### src/rtl/bf_loop_ctrl.sv
// Loop controller for the brainfuck core: drives loop_stack push/pop for '[' / ']',
// issues PC jumps back to loop heads, and runs forward-skip over zero-cell loops.
module bf_loop_ctrl #(
    parameter int ADDR_W      = 10,
    parameter int STACK_DEPTH = 16,
    parameter int SKIP_W      = 8
) (
    input  logic                             i_clk,
    input  logic                             i_rst,
    input  logic                             i_instr_valid,
    input  logic                             i_is_open,
    input  logic                             i_is_close,
    input  logic                             i_cell_zero,
    input  logic [ADDR_W-1:0]                i_pc,
    input  logic [ADDR_W-1:0]                i_stk_top,
    output logic                             o_stk_push,
    output logic                             o_stk_pop,
    output logic [ADDR_W-1:0]                o_stk_addr_in,
    output logic                             o_jump_valid,
    output logic [ADDR_W-1:0]                o_jump_addr,
    output logic                             o_skip,
    output logic [$clog2(STACK_DEPTH+1)-1:0] o_depth,
    output logic                             o_err
);

    localparam int DEPTH_W = $clog2(STACK_DEPTH + 1);
    localparam logic [DEPTH_W-1:0] DEPTH_FULL = DEPTH_W'(STACK_DEPTH);

    typedef enum logic [1:0] {
        RUN  = 2'd0,
        SKIP = 2'd1,
        ERR  = 2'd2
    } state_t;

    state_t              r_state,   w_state_nxt;
    logic [DEPTH_W-1:0]  r_depth,   w_depth_nxt;
    logic [SKIP_W-1:0]   r_skip_cnt, w_skip_nxt;
    logic                r_push,    w_push;
    logic                r_pop,     w_pop;
    logic                r_jump,    w_jump;
    logic [ADDR_W-1:0]   r_addr_in, w_addr_in;
    logic [ADDR_W-1:0]   r_jaddr,   w_jaddr;
    logic [ADDR_W-1:0]   w_pc_inc;

    assign w_pc_inc = i_pc + ADDR_W'(1);

    always_ff @(posedge i_clk) begin
        if (i_rst) begin
            r_state    <= RUN;
            r_depth    <= '0;
            r_skip_cnt <= '0;
            r_push     <= 1'b0;
            r_pop      <= 1'b0;
            r_jump     <= 1'b0;
            r_addr_in  <= '0;
            r_jaddr    <= '0;
        end else begin
            r_state    <= w_state_nxt;
            r_depth    <= w_depth_nxt;
            r_skip_cnt <= w_skip_nxt;
            r_push     <= w_push;
            r_pop      <= w_pop;
            r_jump     <= w_jump;
            r_addr_in  <= w_addr_in;
            r_jaddr    <= w_jaddr;
        end
    end

    always_comb begin
        w_state_nxt = r_state;
        w_depth_nxt = r_depth;
        w_skip_nxt  = r_skip_cnt;
        w_push      = 1'b0;
        w_pop       = 1'b0;
        w_jump      = 1'b0;
        w_addr_in   = '0;
        w_jaddr     = '0;
        if (i_instr_valid) begin
            unique case (r_state)
                RUN: begin
                    if (i_is_open && i_is_close) begin
                        w_state_nxt = ERR;
                    end else if (i_is_open) begin
                        if (i_cell_zero) begin
                            w_state_nxt = SKIP;
                            w_skip_nxt  = SKIP_W'(1);
                        end else if (r_depth == DEPTH_FULL) begin
                            w_state_nxt = ERR;
                        end else begin
                            w_push      = 1'b1;
                            w_addr_in   = w_pc_inc;
                            w_depth_nxt = r_depth + DEPTH_W'(1);
                        end
                    end else if (i_is_close) begin
                        if (r_depth == '0) begin
                            w_state_nxt = ERR;
                        end else if (!i_cell_zero) begin
                            // Loop again: the stack entry stays live for the next ']'
                            w_jump  = 1'b1;
                            w_jaddr = i_stk_top;
                        end else begin
                            w_pop       = 1'b1;
                            w_depth_nxt = r_depth - DEPTH_W'(1);
                        end
                    end
                end
                SKIP: begin
                    if (i_is_open && i_is_close) begin
                        w_state_nxt = ERR;
                    end else if (i_is_open) begin
                        if (r_skip_cnt == '1) begin
                            w_state_nxt = ERR;
                        end else begin
                            w_skip_nxt = r_skip_cnt + SKIP_W'(1);
                        end
                    end else if (i_is_close) begin
                        w_skip_nxt = r_skip_cnt - SKIP_W'(1);
                        if (r_skip_cnt == SKIP_W'(1)) begin
                            w_state_nxt = RUN;
                        end
                    end
                end
                default: begin
                    w_state_nxt = ERR;
                end
            endcase
        end
    end

    assign o_stk_push    = r_push;
    assign o_stk_pop     = r_pop;
    assign o_stk_addr_in = r_addr_in;
    assign o_jump_valid  = r_jump;
    assign o_jump_addr   = r_jaddr;
    assign o_depth       = r_depth;
    assign o_skip        = (r_state != RUN);
    assign o_err         = (r_state == ERR);

endmodule

### config.mk
export PLATFORM = sky130hd
export DESIGN_NAME = bf_loop_ctrl
export DESIGN_NICKNAME = d
export VERILOG_FILES = /design/src/rtl/bf_loop_ctrl.sv
export SDC_FILE = /design/constraint.sdc
export NUM_CORES = 1
export LEC_CHECK = 0
export ABC_AREA = 0
export CAP_MARGIN = 20
export CORE_UTILIZATION = 51
export CTS_BUF_LIST = sky130_fd_sc_hd__clkbuf_16
export CTS_CLUSTER_SIZE = 24
export DETAILED_ROUTE_END_ITERATION = 8
export PLACE_DENSITY = 0.83
export SYNTH_ARGS = -nofsm -noshare
export SYNTH_HDL_FRONTEND = slang
export SYNTH_SLANG_ARGS = --single-unit
### constraint.sdc
create_clock -name i_clk -period 3.5 [get_ports i_clk]
set_clock_uncertainty 0.05 [all_clocks]
set_input_delay 0.35 -clock i_clk [delete_from_list [all_inputs] [get_ports i_clk]]
set_output_delay 0.35 -clock i_clk [all_outputs]
set_load 0.02 [all_outputs]
# After elaboration in Yosys (flattened, before gate mapping)
# Index checks and enable logic that the tools add are counted.
# word_totals
output_inout_bits	30
elab_cells	81
register_bits	38
# classes
eq_ne	20
n_reduce_logical	14
addsub	5
n_bitwise	5
muxes	29
# op_table
operator	count
8-bit two-way mux	7
5-bit two-way mux	6
2-bit two-way mux	11
4-bit inequality test, second input constant	5
8-bit one-hot mux with 2 select lines	1
8-bit AND reduction	2
2-bit inequality test, second input constant	7
7-bit OR reduction	2
10-bit by 1-bit adder with 10-bit output, second input constant	1
8-bit by 1-bit adder with 8-bit output, second input constant	1
8-bit by 1-bit equality test with 1-bit output, second input constant	1
8-bit equality test, second input constant	1
2-bit nonzero test	4
8-bit OR reduction	1
8-bit by 1-bit subtractor with 8-bit output, second input constant	1
7-bit AND reduction	1
3-bit inequality test, second input constant	2
6-bit OR reduction	1
5-bit by 1-bit adder with 5-bit output, second input constant	1
5-bit equality test, second input constant	1
5-bit zero test	1
5-bit inequality test, second input constant	1
1-bit inverter	5
5-bit by 1-bit subtractor with 5-bit output, second input constant	1
6 further kinds	8

# Logic depth before layout (Yosys ltp)
# depth
word_depth	6
mapped_depth	8
mapped_depth_nobuf	7

# Worst setup path after synthesis
# OpenSTA, ideal clock, no wires.
# synth_path
kind	register -> register
from	register r_depth[0] (netlist: o_depth[0])
to	register r_depth[4] (netlist: o_depth[4])
t_required_ns	3.379
arrival_ns	1.798
path_slack_ns	1.581
path_stages_with_launch	8
synth_period_minus_slack_ns	1.919
path_cell_list	dfxtp_1 -> inv_1 -> fa_1 -> nand2b_1 -> a21oi_1 -> xnor2_1 -> or3_1 -> a21oi_1
# synth_via
elab_chain_len	5
elab_cells_between_ends	13
# synth_lines
element	line_no	source
start: declaration	36	logic [DEPTH_W-1:0] r_depth, w_depth_nxt;
start signal: assignment	59	r_depth <= w_depth_nxt;
5-bit by 1-bit subtractor with 5-bit output	103	w_depth_nxt = r_depth - DEPTH_W'(1);
5-bit two-way mux	97	end else if (!i_cell_zero) begin
5-bit two-way mux	95	if (r_depth == '0) begin
5-bit two-way mux	94	end else if (i_is_close) begin
5-bit two-way mux	83	end else if (i_is_open) begin
# Several ways; a longest one is shown, not always the timed one. The select of a mux whose other input is x is not followed.
# A chain may end at the register's enable or synchronous reset.

# Worst setup path in the final report
# layout_path
from	input i_is_open
to	register r_skip_cnt[7]
# layout_via
elab_chain_len	3
elab_cells_between_ends	10
# layout_lines
element	line_no	source
start: declaration	11	input logic i_is_open,
1-bit logical AND or 8-bit two-way mux (tied branches)	81, 108, 110	
2-bit inequality test (no line) or 8-bit two-way mux (tied branches)	-	
8-bit AND reduction (no line) or 8-bit one-hot mux with 2 select lines (tied branches)	-	
end signal: assignment	60	r_skip_cnt <= w_skip_nxt;
end: declaration	37	logic [SKIP_W-1:0] r_skip_cnt, w_skip_nxt;
# Several ways; a longest one is shown, not always the timed one. The select of a mux whose other input is x is not followed.

==> flow_summary.toml <==
[run_status]
status = "finished clean"

[logic_synthesis]
synth_adder_area_share = 0.05621
synthSimpleGateAreaFrac = 0.2739
synth_cell_types = 48
netlist.area_leader.share = 0.3974
synthArstFlopShare = 0
synth_top_area_cell = "dfxtp_1"
synthMuxAreaShare = 0.01569
synth_enable_flop_cells = 0
syn-num-nets = 241
syn_avg_cell_area_sq_um = 9.248
syn_inst = 207
ys_ff_latch = 38
syn_area_sq_um = 1914
yosys_warnings = 0
yosys.area_share.xor_xnor = 0.06405
ys.flop_type = "dfxtp_1"
synth-compound-area-share = 0.1373
synthTopCellsByArea = "dfxtp_1, ha_1, nor2_1"
synth-seq-area-share = 0.3974
synth_top_family_by_area = "simple AND/OR/NAND/NOR gates"

[timing]
min_period_ns = 2.425
report.final.slew_viol_count = 0
max_slew_margin = 0.5606
worst_slack_ns = 1.075
whs_ns = 0.4813
rsz0062_at_grt = "no"
report.final.setup_viol = 0
worstMarginPinSlew_ns = 0.6537
hold_viol_final = 0
setup-tns-final_ns = 0
clock.fmax_mhz = 412.3
finalCritPeriodShare = 0.6930

[cts]
holdBufCountCts = 0
cts.repair.resized = 0
cts_max_path_buffers = 2
cts_buffers = 5
ctsHtreeMaxLevel = 2
path_clk_slew_ns = 0.06
cts_tree = "done"
post-cts-setup-buffer-count = 0
cts_sinks = 38
clock_latency_ns = 0.28
cts_root_buf = "clkbuf_16"

[worst_setup_path]
critPathSlowestCell = "clkdlybuf4s50_1"
startpoint = "i_is_open"
r2r_slack_ns = 1.49
r2r_start = "r_skip_cnt[0]"
arrival_ns = 2.60
crit_required_ns = 3.67
worstSetupEndpointType = "flip-flop"
worst-path-max-fanout = 13
startpoint_type = "input port"
crit_type = "input port to flip-flop"
slowest_delay_ns = 0.83
cp_cell_sequence = "clkdlybuf4s50_1 > nor2b_1 > a22oi_1 > nor4_2 > and3_1 > a31o_1"

[floorplanning]
die_h_microns = 63.27
ios = 56
core_area_sq_um = 3468
dieWidth_microns = 63.27
dieArea_sq_um = 4002
rows = 21
start_util = 0.5519

[global_routing]
grt_pass1_vias = 1607
grt_max_degree = 18
antenna_found_initial = 0
gr-usage-all-layers = 0.2436
grt-ovfl-total = 0
grt_pass1_wl_microns = 7555

[routing]
drt_iter0_drc = 135
route.detailed.drc = 0
wl_microns = 4539
antenna_left = 0
wire_per_inst_microns = 14.69
firstDrtPassIters = 4
num_vias = 1687
viasPerCell = 5.460

[cells_and_area]
final_area_sq_um = 2650
syn2layout_area_growth_pct = 38.43
final_cells = 309
diodes = 0
drive_above_1_share = 0.07224
final_nets = 296

[placed_design]
gp_congestion = 0.8711
hpwl_microns = 3211
post-place-ws_ns = 0.8240
place_area_sq_um = 2461
numPortBuffers = 55
dp_cells = 301

[pwr]
p_sw_frac = 0.2152
pwr-share-comb = 0.118
p_leak_uw = 0.001034
p_int_uw = 913.7
switchingPower_uw = 250.5
p_seq_frac = 0.386
power.share.clock = 0.496
ir_drop_uv = 304.5
cellPowerDensity_nw_per_um2 = 439.3

[run]
drv_cap = 0

[hold_path]
hold_path_class = "flip-flop to flip-flop"
hold_start = "r_skip_cnt[0]"
placed cells by master, fill, tap and decap left out, drive strengths merged, types with 3 or more instances in the layout:
cell type and instances:
dfxtp 38, a21oi 9, a32o 3, and3 7
o21ai 7, o41ai 3, nand3 11, clkbuf 5
nor3b 3, nand2 12, nor4 5, nor2b 3
nor3 5, inv 10, xor2 8, mux2i 3
ha 7, and2 11, nor2 22, xnor2 6
clkdlybuf4s50 55
registers in the layout, indices dropped and copies added (netlist names):
name / count
o_depth: 5
o_jump_addr: 10
o_jump_valid: 1
o_stk_addr_in: 10
o_stk_pop: 1
o_stk_push: 1
r_skip_cnt: 8
r_state: 2
layout make-up:
cell class	instances	area (sq um)
Clock inverter	3	63.81
Fill cell	279	818.3
Timing Repair Buffer	56	558.0
Clock buffer	5	125.1
Tap cell	46	57.56
Sequential cell	38	760.7
Inverter	10	37.54
Multi-Input combinational cell	151	1047
power groups by stage:
stage / logic, uW / registers, uW / clock network [uW]
after floorplan: 77.2 / 458 / 0
after global placement: 133 / 458 / 0
after detailed placement: 136 / 458 / 0
after CTS: 137 / 449 / 582
after global routing: 149 / 450 / 606
final: 138 / 449 / 577
path summary, 6_finish.rpt:
kind / end / depth (start not counted)
setup / recovery: r_skip_cnt[7] / 6
setup reg to reg: r_state[0] / 6
hold reg to reg: r_skip_cnt[0] / 1
hold / removal: r_skip_cnt[0] / 1
Yosys cell counts (3+ instances only):
library cell,instances
o21ai_1,6
nand2_1,12
a21oi_1,9
inv_1,9
nand3_1,11
mux2i_1,3
nor2b_1,3
buf_6,3
and2_1,11
nor3_1,5
nor4_2,4
nor3b_1,3
xor2_1,8
and3_1,7
dfxtp_1,38
buf_4,3
nor2_1,22
a32o_1,3
xnor2_1,6
ha_1,7
worst max-delay path: cells and delay by family:
| family | cells | cell delay [ns] |
|---|---|---|
| simple gates | 3 | 1.14 |
| compound gates | 2 | 0.27 |
| buf+inv | 1 | 0.83 |
per-stage QoR:
step | power (uW) | util
floorplan | 534.9 | -
global placement | 591.4 | 0.7096
detailed placement | 594.4 | 0.7096
CTS | 1169 | 0.7641
global route | 1206 | 0.7641
finish | 1164 | 0.7641
kinds of logic (layout without fill, tap and decap cells):
logic type	Yosys count	in the layout
AOI/OAI and AO/OA	35	35
xor gates and xnor gates	14	14
adders and majority gates	8	8
buffers and inverters	18	74
DFF	38	38
muxes	3	3
and+or+nand+nor	91	91
routing by layer:
metal | track usage | part of all wire
met1 | 0.2972 | 0.44
met2 | 0.4220 | 0.51
met3 | 0.03623 | 0.048
met4 | 0.1051 | 0.0064
met5 | 0 | 0
Note: power is estimated with default switching activity, not from simulation.
